## config.mk

```make
export PLATFORM = sky130hd
export DESIGN_NAME = tmr_fault_monitor
export DESIGN_NICKNAME = d
export VERILOG_FILES = /design/src/rtl/tmr_pkg.sv /design/src/rtl/consec_mismatch_counter.sv /design/src/rtl/tmr_fault_monitor.sv
export SDC_FILE = /design/constraint.sdc
export NUM_CORES = 1
export LEC_CHECK = 0
export ABC_AREA = 1
export CORE_MARGIN = 3
export CORE_UTILIZATION = 45
export CTS_CLUSTER_SIZE = 14
export DETAILED_ROUTE_END_ITERATION = 16
export GPL_ROUTABILITY_DRIVEN = 0
export PLACE_DENSITY = 0.67
export REMOVE_ABC_BUFFERS = 1
export SLEW_MARGIN = 10
export SYNTH_ARGS = -nofsm -noshare
export SYNTH_HDL_FRONTEND = slang
export SYNTH_SLANG_ARGS = --single-unit
```

## constraint.sdc

```tcl
create_clock -name clk -period 3.9 [get_ports clk]
set_input_delay 0.78 -clock clk [delete_from_list [all_inputs] [get_ports clk]]
set_output_delay 0.78 -clock clk [all_outputs]
set_load 0.01 [all_outputs]
```

## src/rtl/tmr_pkg.sv

```systemverilog
// rtl/tmr_pkg.sv - shared state encoding and voting helpers for the TMR fault monitor
package tmr_pkg;

    typedef enum logic [1:0] {
        ST_OK       = 2'b00,
        ST_DEGRADED = 2'b01,
        ST_FAILSAFE = 2'b10
    } state_t;

    function automatic logic maj3(input logic a, input logic b, input logic c);
        return (a & b) | (a & c) | (b & c);
    endfunction

    function automatic logic [1:0] popcount3(input logic [2:0] v);
        return {1'b0, v[0]} + {1'b0, v[1]} + {1'b0, v[2]};
    endfunction

endpackage

```

## src/rtl/consec_mismatch_counter.sv

```systemverilog
// rtl/consec_mismatch_counter.sv - saturating consecutive-mismatch counter with sticky threshold hit
module consec_mismatch_counter #(
    parameter int CNT_W  = 4,
    parameter int THRESH = 8
) (
    input  logic             clk,
    input  logic             rst,
    input  logic             en,
    input  logic             clr,
    input  logic             mis,
    output logic [CNT_W-1:0] cnt,
    output logic             hit_sticky
);

    localparam logic [CNT_W-1:0] THR = CNT_W'(THRESH);

    logic [CNT_W-1:0] cnt_nxt;

    always_comb begin
        cnt_nxt = '0;
        if (mis) begin
            cnt_nxt = (cnt == THR) ? cnt : cnt + CNT_W'(1);
        end
    end

    // Disabled samples leave the run untouched, so en gaps never break it.
    always_ff @(posedge clk or posedge rst) begin
        if (rst) begin
            cnt        <= '0;
            hit_sticky <= 1'b0;
        end else if (clr) begin
            cnt        <= '0;
            hit_sticky <= 1'b0;
        end else if (en) begin
            cnt <= cnt_nxt;
            if (cnt_nxt == THR) begin
                hit_sticky <= 1'b1;
            end
        end
    end

endmodule

```

## src/rtl/tmr_fault_monitor.sv

```systemverilog
// rtl/tmr_fault_monitor.sv - cross-checks a TMR voter, latches channel faults, drives a fault-aware output
module tmr_fault_monitor
    import tmr_pkg::*;
#(
    parameter int   CNT_W        = 4,
    parameter int   FAIL_THRESH  = 8,
    parameter int   VOTER_THRESH = 4,
    parameter logic SAFE_VAL     = 1'b0
) (
    input  logic       clk,
    input  logic       rst,
    input  logic       en,
    input  logic       a,
    input  logic       b,
    input  logic       c,
    input  logic       y,
    input  logic       clr_fault,
    output logic       y_q,
    output logic [2:0] mism,
    output logic       vote_err,
    output logic [2:0] fault_vec,
    output logic       voter_fault,
    output logic [1:0] state,
    output logic       alarm
);

    logic       m;
    logic [2:0] mism_raw;
    logic       vote_raw;
    logic [CNT_W-1:0] cnt_ch [3];
    logic [CNT_W-1:0] cnt_v;

    state_t state_q;
    state_t state_nxt;

    logic pair_x;
    logic pair_z;

    assign m        = maj3(a, b, c);
    assign mism_raw = {c != m, b != m, a != m};
    assign vote_raw = (y != m);

    for (genvar i = 0; i < 3; i++) begin : g_ch
        consec_mismatch_counter #(
            .CNT_W  (CNT_W),
            .THRESH (FAIL_THRESH)
        ) u_cnt (
            .clk        (clk),
            .rst        (rst),
            .en         (en),
            .clr        (clr_fault),
            .mis        (mism_raw[i]),
            .cnt        (cnt_ch[i]),
            .hit_sticky (fault_vec[i])
        );
    end

    consec_mismatch_counter #(
        .CNT_W  (CNT_W),
        .THRESH (VOTER_THRESH)
    ) u_cnt_voter (
        .clk        (clk),
        .rst        (rst),
        .en         (en),
        .clr        (clr_fault),
        .mis        (vote_raw),
        .cnt        (cnt_v),
        .hit_sticky (voter_fault)
    );

    always_ff @(posedge clk or posedge rst) begin
        if (rst) begin
            mism     <= '0;
            vote_err <= 1'b0;
        end else if (clr_fault) begin
            mism     <= '0;
            vote_err <= 1'b0;
        end else if (en) begin
            mism     <= mism_raw;
            vote_err <= vote_raw;
        end
    end

    // Next state reads the registered fault flags, so it trails latching by one edge.
    always_comb begin
        state_nxt = ST_OK;
        if (clr_fault) begin
            state_nxt = ST_OK;
        end else if (state_q == ST_FAILSAFE) begin
            state_nxt = ST_FAILSAFE;
        end else if (voter_fault || popcount3(fault_vec) >= 2'd2) begin
            state_nxt = ST_FAILSAFE;
        end else if (popcount3(fault_vec) == 2'd1) begin
            state_nxt = ST_DEGRADED;
        end
    end

    always_ff @(posedge clk or posedge rst) begin
        if (rst) begin
            state_q <= ST_OK;
        end else begin
            state_q <= state_nxt;
        end
    end

    // The two channels that remain trusted while exactly one is failed.
    always_comb begin
        pair_x = a;
        pair_z = b;
        case (fault_vec)
            3'b001:  begin pair_x = b; pair_z = c; end
            3'b010:  begin pair_x = a; pair_z = c; end
            default: begin pair_x = a; pair_z = b; end
        endcase
    end

    always_ff @(posedge clk or posedge rst) begin
        if (rst) begin
            y_q <= 1'b0;
        end else if (clr_fault) begin
            y_q <= y_q;
        end else if (state_q == ST_FAILSAFE) begin
            y_q <= SAFE_VAL;
        end else if (en) begin
            if (state_q == ST_OK) begin
                y_q <= y;
            end else if (pair_x == pair_z) begin
                y_q <= pair_x;
            end
        end
    end

    assign state = state_q;
    assign alarm = (state_q != ST_OK);

endmodule

```

=== Word level (Yosys, flattened, before mapping) ===
Cells that the tools add are included.

* Reductions and logical operators: 16
* Multiplexer cells: 42
* Bitwise gates (word level): 6
* $add $sub $neg: 6
* $lt $le $gt $ge: 1
* Eq/ne operators: 17

{| class="wikitable"
|+ Operator list
! cell !! number
|-
| 4-bit 2-to-1 mux || 16
|-
| 4-bit equality test, second input constant || 6
|-
| 1-bit 2-to-1 mux || 21
|-
| 4-bit by 1-bit adder with 4-bit output, second input constant || 4
|-
| 2-bit nonzero test || 7
|-
| 4-bit by 3-bit equality test with 1-bit output, second input constant || 2
|-
| 2-bit AND reduction || 4
|-
| 2-bit 2-to-1 mux || 3
|-
| 3-bit 2-to-1 mux || 2
|-
| 1-bit inequality test || 4
|-
| 1-bit bitwise AND || 3
|-
| 3-bit by 1-bit equality test with 1-bit output, second input constant || 1
|-
| 3-bit by 2-bit equality test with 1-bit output, second input constant || 1
|-
| 3-bit AND reduction || 1
|-
| 3-bit nonzero test || 1
|-
| 1-bit by 1-bit adder with 2-bit output || 1
|-
| 2-bit by 1-bit adder with 2-bit output || 1
|-
| 2-bit by 1-bit equality test with 1-bit output, second input constant || 1
|-
| 2-bit equality test, second input constant || 1
|-
| 2-bit >= comparator, second input constant || 1
|-
| 2-bit logical NOT || 1
|-
| 1-bit bitwise OR || 2
|-
| 2-bit OR reduction || 1
|-
| 1-bit equality test || 1
|-
| other kinds (2) || 2
|}

* Input port bits: 8
* Output and inout bits: 12
* Bits in registers: 27

=== Longest topological paths before layout ===
* Depth after elaboration: 9
* Depth in mapped cells: 10
* Mapped depth without buffers: 10

=== By module ===
Synthesis repeated with hierarchy kept, for this count alone.

* Cells, all modules: 240
* Area, all modules: 1790.5 sq um

{| class="wikitable"
|+ By module, submodules not included
! module !! times used !! cells each !! area each (sq um)
|-
| consec_mismatch_counter (g_ch[0].u_cnt ...) || 3 || 42 || 322.8
|-
| tmr_fault_monitor || 1 || 70 || 489.2
|-
| consec_mismatch_counter (u_cnt_voter) || 1 || 44 || 332.8
|}

=== Least setup slack after synthesis ===
OpenSTA, ideal clock, no wires.

* Kind: input port to flip-flop
* Start point: input port clr_fault
* End point: register u_cnt_voter.hit_sticky
* Arrival: 1391 ps
* Setup time: 73 ps
* Setup slack: 2436 ps
* Cell stages on the path: 7
* Path buffers: 1
* Path through: buf_6 > inv_2 > a21oi_1 > nand2_1 > nor2_1 > nand3_2 > a21oi_2

* Longest elaborated chain between the ends: 2

{| class="wikitable"
|+ RTL lines
! element !! RTL line !! RTL
|-
| start, declared || tmr_fault_monitor.sv:17 || <nowiki>input logic clr_fault,</nowiki>
|-
| 2-bit nonzero test (no line) || n/a ||
|-
| 2-bit AND reduction (no line) || n/a ||
|-
| end signal, assigned || consec_mismatch_counter.sv:30 || <nowiki>hit_sticky <= 1'b0;</nowiki>
|-
| end signal, assigned || consec_mismatch_counter.sv:33 || <nowiki>hit_sticky <= 1'b0;</nowiki>
|-
| end signal, assigned || consec_mismatch_counter.sv:37 || <nowiki>hit_sticky <= 1'b1;</nowiki>
|-
| end, declared || consec_mismatch_counter.sv:12 || <nowiki>output logic hit_sticky</nowiki>
|}

Several ways; a longest one is shown, not always the timed one.
A chain may end at the register's enable or synchronous reset.

=== Worst setup path after layout ===
* Start point: input port clr_fault
* End point: register g_ch[0].u_cnt.cnt[0]

* Longest elaborated chain between the ends: 1

{| class="wikitable"
|+ RTL lines
! element !! RTL line !! RTL
|-
| 4-bit 2-to-1 mux / 2-bit nonzero test (equally long branches) || n/a ||
|-
| end signal, assigned || consec_mismatch_counter.sv:35 || <nowiki>cnt <= cnt_nxt;</nowiki>
|-
| end, declared || consec_mismatch_counter.sv:11 || <nowiki>output logic [CNT_W-1:0] cnt,</nowiki>
|}

Several ways; a longest one is shown, not always the timed one.

==> results.rst <==
.. list-table::
   :header-rows: 1

   * - Metric
     - Value
   * - Count of final max-slew check failures
     - 0
   * - Largest net degree at the start of global routing
     - 28
   * - Sum of overflow across all layers after global routing
     - 0
   * - Reg2reg start
     - u_cnt_voter.cnt[0]
   * - Clock root cell
     - clkbuf_4
   * - Setup tns final
     - 0 ns
   * - Warnings from Yosys
     - 0
   * - Fraction of layout cells with a size suffix above 1
     - 0.0685
   * - Total iterations of the first detailed-routing run
     - 4
   * - I/O Buffers
     - 19
   * - Die extent in y
     - 66.0 um
   * - Vias in the first global route
     - 1264
   * - Final critical delay including setup and external delays
     - 2.23 ns
   * - Combinational group share of total power
     - 0.140
   * - Number of antenna violations at the first check in global routing
     - 0
   * - Wire length per cell after detailed routing
     - 11.7 um
   * - Worst reg-to-reg setup slack
     - 2.52 ns
   * - Delay of the slowest cell on the worst path
     - 0.61 ns
   * - Number of library cell types mapped by synthesis
     - 25
   * - Clock Skews
     - 0.00594 ns
   * - Global router's overall resource usage
     - 0.158
   * - Post-Synthesis Cells
     - 202
   * - Register bit count reported by yosys
     - 27
   * - Measured slew at the worst slew-check pin
     - 0.996 ns
   * - First-pass GRT wire length
     - 5430 um
   * - Reg2reg path depth
     - 8
   * - Sw frac
     - 0.273
   * - Remaining antenna violation count after routing
     - 0
   * - Row count
     - 21
   * - HPWL after detailed placement
     - 2360 um
   * - Worst vdd ir
     - 143 uV
   * - Clock group share of total power
     - 0.258
   * - Result of the run
     - finished clean
   * - Endpoint of the worst register-to-register path
     - u_cnt_voter.hit_sticky
   * - Crit Path Max Fanout
     - 11
   * - Most common cell after layout, fill and taps aside
     - nand2_1
   * - Path class of the lowest-slack min-delay path
     - reg -> reg
   * - Busiest layer in global routing
     - met2
   * - Final Hold Vio Count
     - 0
   * - Die area
     - 4360 um^2
   * - Quantity of hold-fixing buffers added after cts
     - 0
   * - Data arrival, critical path
     - 2.48 ns
   * - Clock tree from TritonCTS
     - built
   * - Final Core Density
     - 0.542
   * - Number of antenna cells inserted
     - 0
   * - Depth of the CTS H-tree
     - 1
   * - Internal power consumption
     - 0.351 mW
   * - Clock sink total
     - 27
   * - Slowest-stage cell, CP
     - nor2_1
   * - Area of the placeable core
     - 3420 um^2
   * - Mean cell area of the mapped netlist
     - 8.03 um^2
   * - Unrepaired setup endpoints after global routing
     - false
   * - Sequential share of the synthesized area
     - 0.417
   * - Leak Pwr
     - 0.858 nW
   * - Max Fclk
     - 449 MHz
   * - Startpoint of the lowest-slack hold path
     - y_q
   * - Critical Setup Path Class
     - in -> reg
   * - Family of cells with the greatest summed delay on the critical path
     - simple AND/OR/NAND/NOR gates
   * - Post-CTS Setup Repair Bufs
     - 0
   * - Endpoints failing setup
     - 0
   * - Number of cells traversed by the worst hold path
     - 2
   * - Sequential share of power
     - 0.602
   * - Initial Util
     - 0.475
   * - I/O pin count
     - 20
   * - Met1 Resource Use GR
     - 0.227
   * - Critical-path cell list
     - clkdlybuf4s50_1 > nor2_1 > nand3_1 > o22ai_1
   * - Met3 GRT Util
     - 0.0238
   * - Residual DRC count
     - 0
   * - Area of the mapped netlist
     - 1620 um^2
   * - CP startpoint kind
     - primary input
   * - Worst path required time
     - 4.15 ns
   * - Overall routed net length
     - 3110 um
   * - Later-pin clock latency in the skew report
     - 0.32 ns
   * - DRC violation total after the first TritonRoute iteration
     - 29
   * - Overall die width
     - 66.0 um
   * - Inserted Clock Buffers
     - 3
   * - Sort of element at the end of the critical path
     - flop
   * - Net total in the final layout
     - 237
   * - Met2 Resource Use GR
     - 0.245
   * - Via count normalized by instance count
     - 5.06
   * - Maxcap violations
     - 0
   * - Quantity of gates resized following cts
     - 0
   * - Area added between synthesis and finish
     - 14.3%
   * - Number of buffer and inverter stages on the critical path
     - 1
   * - Clock-pin slew reported for the worst setup and hold paths after clock tree synthesis
     - 0.16 ns
   * - Slew HR
     - 0.335
   * - # fillers
     - 328
   * - Post-route fraction of the period consumed by the critical path
     - 0.571
   * - Pwr/cell area
     - 261 nW/um^2
   * - Commonest cells after routing, fill and taps aside
     - nand2_1 (39), nand3_1 (34), inv_1 (31)
   * - Overall via count from detail_route
     - 1341
   * - Sw power
     - 0.132 mW
   * - Max Root-Sink Buffers
     - 2
   * - Worst hold path endpoint
     - y_q
## logic make-up after synthesis
kind of cell / Yosys count / synth area share
and+or+nand+nor: 93 / 0.269
buffers and inverters: 39 / 0.105
DFF: 27 / 0.417
AOI/OAI and AO/OA: 26 / 0.0926
xor gates and xnor gates: 8 / 0.0432
adders and majority gates: 9 / 0.0741
## Yosys cell counts (all sizes together)
master | n | area (um^2)
nor2 | 7 | 26.3
o21ai | 10 | 53.8
nand2 | 43 | 176
xnor2 | 1 | 8.76
o22ai | 9 | 56.3
buf | 6 | 46.3
nor3 | 1 | 5.00
nand3 | 36 | 190
ha | 8 | 100
dfrtp | 27 | 676
nand4 | 5 | 31.3
fa | 1 | 20.0
a21oi | 6 | 33.8
xor2 | 7 | 61.3
a31oi | 1 | 6.26
or2 | 1 | 6.26
inv | 33 | 124
## metrics by stage
stage	area [um^2]	hold WS [ns]	setup WS, ns	total power [mW]	cells
6_report	1850	0.495	1.67	0.483	265
3_5_place_dp	1820	0.471	1.35	0.365	261
2_1_floorplan	1580	0.505	2.23	0.336	196
5_1_grt	1850	0.564	1.55	0.512	265
4_1_cts	1850	0.504	1.69	0.488	265
3_3_place_gp	1820	0.463	1.36	0.365	261
## worst register-to-register path, cell delays in order, from the launching register on
cell and delay, ns:
dfrtp_1 0.43, inv_1 0.11, ha_1 0.18, nand3_1 0.13, nand2_1 0.11, nand2_1 0.05, nor2_1 0.11, nand3_2 0.09
a21oi_2 0.12
## area by class of cell
type                            count  area (um^2)  area share
Clock buffer                        3         22.5      0.0122
Clock inverter                      1         7.51     0.00405
Inverter                           33          124      0.0668
Multi-Input combinational cell    136          776       0.419
Sequential cell                    27          676       0.365
Tap cell                           46         57.6      0.0311
Timing Repair Buffer               19          190       0.103
## power by group through the flow
stage | clock, mW | sequential, mW | combinational (mW)
6_report | 0.125 | 0.291 | 0.0678
5_1_grt | 0.143 | 0.292 | 0.0772
4_1_cts | 0.128 | 0.291 | 0.0689
3_5_place_dp | 0 | 0.296 | 0.0686
3_3_place_gp | 0 | 0.296 | 0.0691
2_1_floorplan | 0 | 0.297 | 0.0387
## flip-flops by register name, summed over array words and instances, names as in the netlist
register,flops
g_ch.u_cnt.cnt,12
g_ch.u_cnt.hit_sticky,3
mism,3
state,2
u_cnt_voter.cnt,4
u_cnt_voter.hit_sticky,1
vote_err,1
y_q,1
## worst max path at each step
stage / startpoint / end / slack (ns) / cells past startpoint
after floorplan: en / g_ch[0].u_cnt.cnt[0] / 2.23 / 4
after global placement: clr_fault / g_ch[0].u_cnt.cnt[0] / 1.36 / 4
final: clr_fault / g_ch[0].u_cnt.cnt[0] / 1.67 / 4
after detailed placement: clr_fault / g_ch[0].u_cnt.cnt[0] / 1.35 / 4
after CTS: clr_fault / g_ch[0].u_cnt.cnt[0] / 1.69 / 4
after global routing: clr_fault / g_ch[0].u_cnt.cnt[0] / 1.55 / 4
## per-layer routing
metal | wire length (um) | vias up | part of all wire
li1 | - | 694 | -
met1 | 1590 | 625 | 0.51
met2 | 1410 | 20 | 0.45
met3 | 97 | 2 | 0.031
met4 | 18 | 0 | 0.0058
met5 | 0 | - | 0
No activity file was read; power rests on OpenSTA's default activity.
